`config.mk`:
```
export PLATFORM = sky130hd
export DESIGN_NAME = mvu_pe_out_buf
export DESIGN_NICKNAME = d
export VERILOG_FILES = /design/src/rtl/mvau_out_pkg.sv /design/src/rtl/mvu_out_fifo.sv /design/src/rtl/mvu_pe_out_buf.sv
export SDC_FILE = /design/constraint.sdc
export NUM_CORES = 1
export LEC_CHECK = 0
export CORE_MARGIN = 8
export CORE_UTILIZATION = 40
export CTS_CLUSTER_SIZE = 16
export DETAILED_ROUTE_END_ITERATION = 10
export SLEW_MARGIN = 25
export SYNTH_ARGS = -nofsm -noshare
export SYNTH_HDL_FRONTEND = slang
export SYNTH_HIERARCHICAL = 1
export SYNTH_SLANG_ARGS = --single-unit
export TNS_END_PERCENT = 10
```
`constraint.sdc`:
```
create_clock -name clk -period 24 [get_ports clk]
set_input_delay 4.8 -clock clk [delete_from_list [all_inputs] [get_ports clk]]
set_output_delay 4.8 -clock clk [all_outputs]
set_load 0.05 [all_outputs]
```
`src/rtl/mvau_out_pkg.sv`:
```
// -----------------------------------------------------------------------------
// mvau_out_pkg
// Shared definitions for the MVAU PE output stage: the default array geometry,
// the pointer-width helper used by the output FIFO, and the lane types at the
// default widths.
// -----------------------------------------------------------------------------
package mvau_out_pkg;

  localparam int PE_DEF       = 8;
  localparam int TDSTI_DEF    = 32;
  localparam int TO_DEF       = 16;
  localparam int DEPTH_DEF    = 8;
  localparam int STALL_TH_DEF = 3;

  typedef logic signed [TDSTI_DEF-1:0] acc_lane_t;
  typedef logic signed [TO_DEF-1:0]    out_lane_t;

  // Pointer width with one extra wrap bit, so that full and empty differ.
  function automatic int clog2p1(input int depth);
    return $clog2(depth) + 1;
  endfunction

endpackage

```
`src/rtl/mvu_out_fifo.sv`:
```
// -----------------------------------------------------------------------------
// mvu_out_fifo
// Generic synchronous FIFO, W bits wide and DEPTH words deep, with a registered
// read port. The head word is always held in the output register, so rd_v is
// high whenever the FIFO holds anything and fill counts that word as well.
//
// Ports
//   clk     in   clock, rising edge
//   rst     in   synchronous active-high reset (pointers, valid and output data)
//   wr_en   in   write request; accepted when not full or when a read happens
//   wr_dat  in   W-bit write word
//   rd_rdy  in   consumer ready; a read happens when rd_v & rd_rdy
//   rd_v    out  head word valid
//   rd_dat  out  head word, stable while rd_v & ~rd_rdy
//   fill    out  occupancy, $clog2(DEPTH)+1 bits
//   full    out  DEPTH words queued
//   empty   out  no words queued
// -----------------------------------------------------------------------------
module mvu_out_fifo
  import mvau_out_pkg::*;
#(
  parameter int W     = 16,
  parameter int DEPTH = DEPTH_DEF
) (
  input  logic                        clk,
  input  logic                        rst,
  input  logic                        wr_en,
  input  logic [W-1:0]                wr_dat,
  input  logic                        rd_rdy,
  output logic                        rd_v,
  output logic [W-1:0]                rd_dat,
  output logic [clog2p1(DEPTH)-1:0]   fill,
  output logic                        full,
  output logic                        empty
);

  localparam int PTR_W = clog2p1(DEPTH);
  localparam int IDX_W = PTR_W - 1;

  logic [W-1:0]     mem [DEPTH];
  logic [PTR_W-1:0] wr_ptr_p1;
  logic [PTR_W-1:0] rd_ptr_p1;
  logic [PTR_W-1:0] wr_ptr_p0;
  logic [PTR_W-1:0] rd_ptr_p0;
  logic             wr_fire_p0;
  logic             rd_fire_p0;
  logic             vld_p0;
  logic             vld_p1;
  logic [W-1:0]     dat_p0;
  logic [W-1:0]     dat_p1;

  assign empty = (wr_ptr_p1 == rd_ptr_p1);
  assign full  = (wr_ptr_p1[IDX_W-1:0] == rd_ptr_p1[IDX_W-1:0]) &&
                 (wr_ptr_p1[IDX_W] != rd_ptr_p1[IDX_W]);
  assign fill  = wr_ptr_p1 - rd_ptr_p1;

  // ---- stage p0: handshake decode and next-state ----
  always_comb begin
    rd_fire_p0 = vld_p1 & rd_rdy;
    wr_fire_p0 = wr_en & (~full | rd_fire_p0);
    wr_ptr_p0  = wr_ptr_p1 + {{(PTR_W-1){1'b0}}, wr_fire_p0};
    rd_ptr_p0  = rd_ptr_p1 + {{(PTR_W-1){1'b0}}, rd_fire_p0};
    vld_p0     = (wr_ptr_p0 != rd_ptr_p0);
    dat_p0     = dat_p1;
    if (rd_ptr_p0 == wr_ptr_p1) begin
      // The new head is the slot being written this cycle (or nothing):
      // bypass the incoming word, otherwise hold the last value.
      if (wr_fire_p0) begin
        dat_p0 = wr_dat;
      end
    end else begin
      dat_p0 = mem[rd_ptr_p0[IDX_W-1:0]];
    end
  end

  // ---- stage p1: storage, pointers and output register ----
  always_ff @(posedge clk) begin
    if (wr_fire_p0) begin
      mem[wr_ptr_p1[IDX_W-1:0]] <= wr_dat;
    end
  end

  always_ff @(posedge clk) begin
    if (rst) begin
      wr_ptr_p1 <= '0;
      rd_ptr_p1 <= '0;
      vld_p1    <= 1'b0;
      dat_p1    <= '0;
    end else begin
      wr_ptr_p1 <= wr_ptr_p0;
      rd_ptr_p1 <= rd_ptr_p0;
      vld_p1    <= vld_p0;
      dat_p1    <= dat_p0;
    end
  end

  assign rd_v   = vld_p1;
  assign rd_dat = dat_p1;

endmodule

```
`src/rtl/mvu_pe_out_buf.sv`:
```
// -----------------------------------------------------------------------------
// mvu_pe_out_buf
// Output stage behind the PE accumulators of the MVAU stream datapath. Each
// accumulator-valid pulse captures all PE lanes, narrows every lane from TDstI
// to TO bits, and queues the word in a small FIFO presented as a ready/valid
// stream. An almost-full stall tells MVAU control to stop issuing results early
// enough that the accumulator pipeline can still drain into the queue.
//
// Build option
//   MVU_OUT_SAT_EN  defined: lanes saturate to the signed TO range
//                   undefined: lanes keep their TO LSBs (wrap-around)
//
// Ports
//   clk       in   clock, rising edge
//   rst       in   synchronous active-high reset
//   in_acc_v  in   accumulator result valid (single-cycle pulse per result)
//   in_acc    in   PE*TDstI, lane p = in_acc[p*TDstI +: TDstI], signed
//   out_v     out  output word valid
//   out_rdy   in   downstream ready
//   out_dat   out  PE*TO, lane p = out_dat[p*TO +: TO], signed
//   stall     out  registered almost-full back-pressure
//   ovf_err   out  sticky: a result arrived while full and was dropped
//   fill      out  queued words, including the one on out_dat
// -----------------------------------------------------------------------------
module mvu_pe_out_buf
  import mvau_out_pkg::*;
#(
  parameter int PE       = PE_DEF,
  parameter int TDstI    = TDSTI_DEF,
  parameter int TO       = TO_DEF,
  parameter int DEPTH    = DEPTH_DEF,
  parameter int STALL_TH = STALL_TH_DEF
) (
  input  logic                        clk,
  input  logic                        rst,
  input  logic                        in_acc_v,
  input  logic [PE*TDstI-1:0]         in_acc,
  output logic                        out_v,
  input  logic                        out_rdy,
  output logic [PE*TO-1:0]            out_dat,
  output logic                        stall,
  output logic                        ovf_err,
  output logic [clog2p1(DEPTH)-1:0]   fill
);

  localparam int PTR_W = clog2p1(DEPTH);

`ifdef MVU_OUT_SAT_EN
  localparam logic signed [TDstI-1:0] SAT_MAX = {{(TDstI-TO+1){1'b0}}, {(TO-1){1'b1}}};
  localparam logic signed [TDstI-1:0] SAT_MIN = {{(TDstI-TO+1){1'b1}}, {(TO-1){1'b0}}};

  function automatic logic signed [TO-1:0] narrow_lane(input logic signed [TDstI-1:0] a);
    if (a > SAT_MAX) begin
      return SAT_MAX[TO-1:0];
    end else if (a < SAT_MIN) begin
      return SAT_MIN[TO-1:0];
    end
    return a[TO-1:0];
  endfunction
`else
  // Two's complement wrap: keep the TO LSBs (identity when TO == TDstI).
  function automatic logic signed [TO-1:0] narrow_lane(input logic signed [TDstI-1:0] a);
    return a[TO-1:0];
  endfunction
`endif

  logic [PE*TO-1:0]  wr_dat_p0;
  logic              push_p0;
  logic              pop_p0;
  logic [PTR_W-1:0]  fill_p0;
  logic              stall_p0;
  logic              ovf_p0;
  logic              stall_p1;
  logic              ovf_p1;
  logic              fifo_full;
  logic              fifo_empty;

  // ---- stage p0: lane narrowing, handshake and control next-state ----
  always_comb begin
    wr_dat_p0 = '0;
    for (int p = 0; p < PE; p++) begin
      wr_dat_p0[p*TO +: TO] = narrow_lane(in_acc[p*TDstI +: TDstI]);
    end
  end

  always_comb begin
    pop_p0   = ~fifo_empty & out_rdy;
    push_p0  = in_acc_v & (~fifo_full | pop_p0);
    fill_p0  = fill + {{(PTR_W-1){1'b0}}, push_p0} - {{(PTR_W-1){1'b0}}, pop_p0};
    stall_p0 = (int'(fill_p0) >= DEPTH - STALL_TH);
    ovf_p0   = ovf_p1 | (in_acc_v & fifo_full & ~pop_p0);
  end

  // ---- stage p1: queue with registered head, stall and overflow flags ----
  mvu_out_fifo #(
    .W     (PE*TO),
    .DEPTH (DEPTH)
  ) u_fifo (
    .clk    (clk),
    .rst    (rst),
    .wr_en  (push_p0),
    .wr_dat (wr_dat_p0),
    .rd_rdy (out_rdy),
    .rd_v   (out_v),
    .rd_dat (out_dat),
    .fill   (fill),
    .full   (fifo_full),
    .empty  (fifo_empty)
  );

  always_ff @(posedge clk) begin
    if (rst) begin
      stall_p1 <= 1'b0;
      ovf_p1   <= 1'b0;
    end else begin
      stall_p1 <= stall_p0;
      ovf_p1   <= ovf_p0;
    end
  end

  assign stall   = stall_p1;
  assign ovf_err = ovf_p1;

endmodule
```
==> flow_summary.toml, run 1 <==
[worst_hold_path]
hold_depth = 2
worst_hold_path_type = "reg2reg"
hold_end = "ovf_err"
min_from = "ovf_err"

[cts]
clock-sinks = 1163
htreeDepth = 3
clkLatencyLatePin_ns = 0.71
postCtsHoldBufs = 0
clk_path_buf_depth = 3
ctsResizeCount = 0
cts_tree = "done"
cts_buffers = 118
cts_root_buffer = "clkbuf_16"
clk_pin_slew_worst_paths_ns = 0.06
post_cts_buffers = 0

[worst_setup_path]
reg2reg_from = "u_fifo/wr_ptr_p1[0]"
start_kind = "input pin"
cpMaxStageDelayCell = "nor3_2"
critPathKind = "in2reg"
cp_top_family = "buffers and inverters"
worstPathRequired_ns = 24.30
timing.rr.end = "u_fifo/mem[3][2]"
r2r_cells = 14
crit_path_cell_trace = "clkdlybuf4s50_1, nand2b_1, nand2_1, and2_1, inv_1, a21o_4, inv_8, nand2_1, nor3_2, buf_4, buf_4"
cp_data_arrival_time_ns = 9.15
worst_setup_path_end_kind = "flip-flop"
critical_path_peak_fanout = 48
critical_path_buf_inv_count = 5
critical_path.max_stage_delay_ns = 0.86
reg2reg_slack_ns = 18.38

[timing]
finalHoldViolCount = 0
finalSetupViolations = 0
final.min_clock_period_ns = 8.85
hold_ws_ns = 0.488
max_slew_margin_pct = 28.5
tns_ns = 0
fin_crit_sh_pct = 36.9
rsz0062_at_grt = "false"
final_max_slew_viol_count = 0
fmax_mhz = 113
clock_skew_ns = 0.0363
tightestPinTransition_ns = 1.07

[final_layout]
register_area_um2 = 33500
multi_input_area_um2 = 12000
area_growth_pct = 17.4
fin_nets = 2731
nFillCells = 9469
drive_gt1_share_pct = 29.1
utilization_pct = 47.2

[route]
drtIter0Drc = 1579
first_pass_iters = 5
num_vias = 22908
vias_per_cell = 5.60
ant_nets = 0
drc = 0
wl_um = 112000
post_drt_wl_per_cell_um = 27.5

[placed_design]
hpwl_um = 57100
place_congestion = 0.737
io_buffer_count = 266

[synth]
synth_ff_type = "edfxtp_1"
synth_edf_count = 1024
synth_area_leader_cell = "edfxtp_1"
synth_mux_area_share_pct = 15.1
synth_fp_nets = 2454
synth-seq-area-share_pct = 71.9
synth.most_common_cell = "edfxtp_1"
synthArstFlopShare_pct = 0
synthTopCellsByArea = "edfxtp_1 (66%), mux4_2 (12%), dfxtp_1 (6.0%), a221oi_2 (3.9%), a211oi_2 (3.2%)"
synth_top_family_by_area = "multiplexers"
synth.top_cell.area_share_pct = 66.0
syn_area_um2 = 46600
synth_warnings = 6
synth-seq-cells = 1163
synthTopCellsByCount = "edfxtp_1 (1024), mux4_2 (256), dfxtp_1 (139)"
yosys.cell_types.count = 43
synthAdderAreaFrac_pct = 0.381
syn-instance-count = 2181
syn_avg_cell_area_um2 = 21.4
synth_compound_area_share_pct = 7.51
synthXorXnorAreaFrac_pct = 0.386
yosys.area_share.simple_pct = 2.12

[global_route]
grt-ovfl-total = 0
grt_pass1_wl_um = 166000
grt_max_degree = 116
grtUsageTotal_pct = 17.5
grt_pass1_vias = 24849
antenna_found_initial = 18

[floorplan]
core_um2 = 116000
die_h_um = 357
die_w_um = 357
floorplan.initialDensity_pct = 40.2
die_area_um2 = 128000
num_rows = 125
ios = 395

[power_and_ir_drop]
max-vdd-ir-drop_uv = 65.2
power_density_nw_per_um2 = 102
p_leak_uw = 0.0172

[run]
drv_cap = 0

[status]
status = "complete, no violations"
-- tightest hold or removal path: stages (launching register included) --
cell and delay (ns):
dfxtp_1 0.34, a31oi_1 0.05, nor2_1 0.07
-- kinds of logic (layout without fill, tap and decap cells) --
group | count (synthesis) | after routing
flip-flops | 1163 | 1163
buffers and inverters | 177 | 559
adder cells (fa/ha/maj) | 13 | 13
other | 0 | 7
AO/OA/AOI/OAI | 265 | 265
AND/OR/NAND/NOR | 161 | 161
XOR/XNOR | 18 | 18
multiplexers | 384 | 384
-- through the flow --
step / total power (uW) / std cells / worst slack [ns] / area [um^2]
2_1_floorplan: 3420 / 2181 / 5.75 / 46600
3_3_place_gp: 3720 / 3860 / 14.36 / 50600
3_5_place_dp: 3740 / 3860 / 14.34 / 50600
4_1_cts: 5650 / 4085 / 15.06 / 54700
5_1_grt: 5790 / 4090 / 15.00 / 54700
6_report: 5580 / 4094 / 15.15 / 54700
-- cell type report --
type                    instances  area share, %
multi-input cells             841           21.9
diodes                          7         0.0320
well taps                    1524           3.48
clock inverters                69           1.57
flip-flops and latches       1163           61.3
inverters                      17          0.130
repair buffers                317           5.72
clock buffers                 156           5.88
-- cells in the final DEF, fill, tap and decap left out, drive strengths merged, types with 44 or more instances in the layout --
cell,instances
a211oi,128
a221oi,128
and2,131
buf,51
clkbuf,157
clkdlybuf4s50,265
clkinv,44
dfxtp,139
edfxtp,1024
mux2i,128
mux4,256
-- worst max-delay path by stage --
stage,to,cells past startpoint,start
2_1_floorplan,u_fifo/mem[0][0],6,out_rdy
3_3_place_gp,u_fifo/rd_dat[127],10,out_rdy
3_5_place_dp,u_fifo/rd_dat[69],10,out_rdy
4_1_cts,u_fifo/rd_dat[69],10,out_rdy
5_1_grt,u_fifo/mem[3][64],11,out_rdy
6_report,u_fifo/mem[3][2],11,out_rdy
-- registers in the layout, indices dropped and copies added (netlist names) --
register	cells
u_fifo/rd_dat	128
u_fifo/rd_v	1
ovf_err	1
u_fifo/mem	1024
u_fifo/rd_ptr_p1	4
u_fifo/wr_ptr_p1	4
stall	1
-- routing by layer --
| layer | GRT usage, % | share of wire, % | up-vias | routed length (um) |
|---|---|---|---|---|
| li1 | - | - | 9744 | - |
| met1 | 22.8 | 42 | 12379 | 47000 |
| met2 | 29.6 | 50 | 646 | 55900 |
| met3 | 3.97 | 6.7 | 125 | 7540 |
| met4 | 4.33 | 1.7 | 14 | 1910 |
| met5 | 0 | 0.085 | - | 95 |
-- where the power goes --
part	switching [uW]	internal, uW	total, uW
Clock	766	1140	1900
Combinational	763	534	1300
Sequential	62.6	2320	2380
Note: power is estimated with default switching activity, not from simulation.
==> inputs of run 2 (changes only) <==
==> constraint.sdc (replaced) <==
create_clock -name clk -period 8.8 [get_ports clk]
set_input_delay 1.76 -clock clk [delete_from_list [all_inputs] [get_ports clk]]
set_output_delay 1.76 -clock clk [all_outputs]
set_load 0.05 [all_outputs]
==> run 2 against run 1 <==
Effect of this change:
- clock power grew to 2.7 times the previous value
- total power grew to 2.7 times the previous value
- routed wire length increased by 0.72%
- clock skew decreased by 0.012 ns
- die area did not move
- sequential share of layout area shrank 0.085 points
- hold slack lost 0.016 ns
- global-route usage about the same
- non-clock buffer count fell by 7
- critical path depth stayed put
- flip-flop and latch count unchanged
- critical endpoint is now u_fifo/rd_dat[68]
- largest power group unchanged
- highest routed layer unchanged
==> flow_summary.toml, run 2 (synthesis gave the netlist of run 1 again) <==
[timing]
hold_ws_ns = 0.472
finalHoldViolCount = 0
fin_crit_sh_pct = 61.4
fmax_mhz = 185
final.min_clock_period_ns = 5.40
final_max_slew_viol_count = 0
rsz0062_at_grt = "false"
max_slew_margin_pct = 29.6
finalSetupViolations = 0
tightestPinTransition_ns = 1.06
clock_skew_ns = 0.0247

[floorplan]
die_w_um = 357
die_area_um2 = 128000
num_rows = 125
die_h_um = 357
floorplan.initialDensity_pct = 40.2
core_um2 = 116000
ios = 395

[worst_setup_path]
worstPathRequired_ns = 9.32
cp-endpoint = "u_fifo/rd_dat[68]"
cp.depth = 11
reg2reg_slack_ns = 3.85
r2r_cells = 13
cp_data_arrival_time_ns = 5.92
critical_path.max_stage_delay_ns = 0.83
critical_path_buf_inv_count = 4
critical_path.most_common_cell = "ha_4"
worst_setup_path_end_kind = "flip-flop"
critical_path_peak_fanout = 122
timing.rr.end = "u_fifo/mem[5][5]"
reg2reg_from = "u_fifo/wr_ptr_p1[2]"
cp_top_family = "buffers and inverters"
critPathKind = "in2reg"
cpMaxStageDelayCell = "buf_4"
crit_path_cell_trace = "clkdlybuf4s50_1, nand2_1, inv_1, ha_4, ha_4, buf_12, buf_4, mux4_2, and2_1, a221oi_1, a211oi_1"
startpoint = "out_rdy"
start_kind = "input pin"

[cts]
clk_path_buf_depth = 3
cts_buffers = 121
ctsResizeCount = 0
clock-sinks = 1163
postCtsHoldBufs = 0
cts_root_buffer = "clkbuf_16"
htreeDepth = 3
cts_tree = "done"
clk_pin_slew_worst_paths_ns = 0.06
clkLatencyLatePin_ns = 0.69
post_cts_buffers = 0

[final_layout]
multi_input_area_um2 = 12000
drive_gt1_share_pct = 29.5
final_common_cell = "edfxtp_1"
fin_nets = 2727
nFillCells = 9471
final_cell_mix = "edfxtp_1 (1024), clkdlybuf4s50_1 (265), mux4_2 (256), dfxtp_1 (139), and2_1 (129)"
utilization_pct = 47.3
area_growth_pct = 17.6
register_area_um2 = 33500
largest_reg_flops = 1024

[global_route]
grt-ovfl-total = 0
grt_pass1_wl_um = 166000
grtUsageTotal_pct = 17.5
grt_max_degree = 123
grt_pass1_vias = 24969
antenna_found_initial = 15

[route]
wl_um = 113000
drtIter0Drc = 1432
num_vias = 22782
vias_per_cell = 5.57
post_drt_wl_per_cell_um = 27.7
first_pass_iters = 5
drc = 0
ant_nets = 0

[power_and_ir_drop]
p_comb_share_pct = 23.2
p_seq_share_pct = 42.6
p_leak_uw = 0.0172
swShare_pct = 28.5
clkPwrFrac_pct = 34.1
power_density_nw_per_um2 = 278
p_sw_uw = 4350
max-vdd-ir-drop_uv = 264
internal-power_uw = 10900

[worst_hold_path]
worst_hold_path_type = "reg2reg"

[placed_design]
hpwl_um = 57000
place_congestion = 0.738
io_buffer_count = 266

[run]
drv_cap = 0

[status]
status = "complete, no violations"
[run 2: changes by cell type in the layout (fill, tap and decap cells not counted), sizes merged]
cell      previous run  this run
clkinvlp             4         7
buf                 51        45
diode                7         8
clkinv              44        47
bufinv              18        14
[run 2: worst min-delay path, stage by stage, from the launching register on]
cell	delay, ns
dfxtp_1	0.33
a31oi_1	0.04
nor2_1	0.07
[run 2: metrics by stage]
step | total power [uW] | setup slack, ns | setup TNS [ns] | cells | area (um^2)
global placement | 10200 | 2.74 | 0 | 3855 | 50700
finish | 15200 | 3.40 | 0 | 4091 | 54800
floorplan | 9320 | -3.36 | -1485.97 | 2181 | 46600
detailed placement | 10200 | 2.71 | 0 | 3855 | 50700
CTS | 15500 | 3.46 | 0 | 4083 | 54800
global route | 15800 | 3.36 | 0 | 4089 | 54800
[run 2: layer usage]
metal / vias up / global-route usage, % / wire [um]
met4: 14 / 4.89 / 2270
met1: 12356 / 21.5 / 46000
met2: 521 / 31.2 / 58900
li1: 9735 / - / -
met3: 156 / 3.56 / 5950
met5: - / 0 / 98
[run 2: final cells by class]
| class | count | area share, % |
|---|---|---|
| inverter | 17 | 0.126 |
| antenna | 8 | 0.0365 |
| sequential | 1163 | 61.2 |
| timing repair buffer | 310 | 5.74 |
| tap | 1524 | 3.48 |
| clock buffer | 157 | 6.18 |
| multi-input combinational | 841 | 21.9 |
| clock inverter | 71 | 1.33 |
[run 2: worst min path at each step]
stage	start	end	slack, ns	depth (start not counted)
global route	ovf_err	ovf_err	0.51	2
CTS	ovf_err	ovf_err	0.48	2
detailed placement	ovf_err	ovf_err	0.47	2
global placement	ovf_err	ovf_err	0.45	2
finish	ovf_err	ovf_err	0.47	2
floorplan	u_fifo/wr_ptr_p1[3]	u_fifo/wr_ptr_p1[3]	0.56	2
[run 2: power groups by stage]
stage	clock network, uW	registers [uW]	logic (uW)
CTS	5340	6510	3610
floorplan	0	7240	2080
global route	5550	6530	3740
global placement	0	6610	3560
finish	5200	6500	3540
detailed placement	0	6620	3600
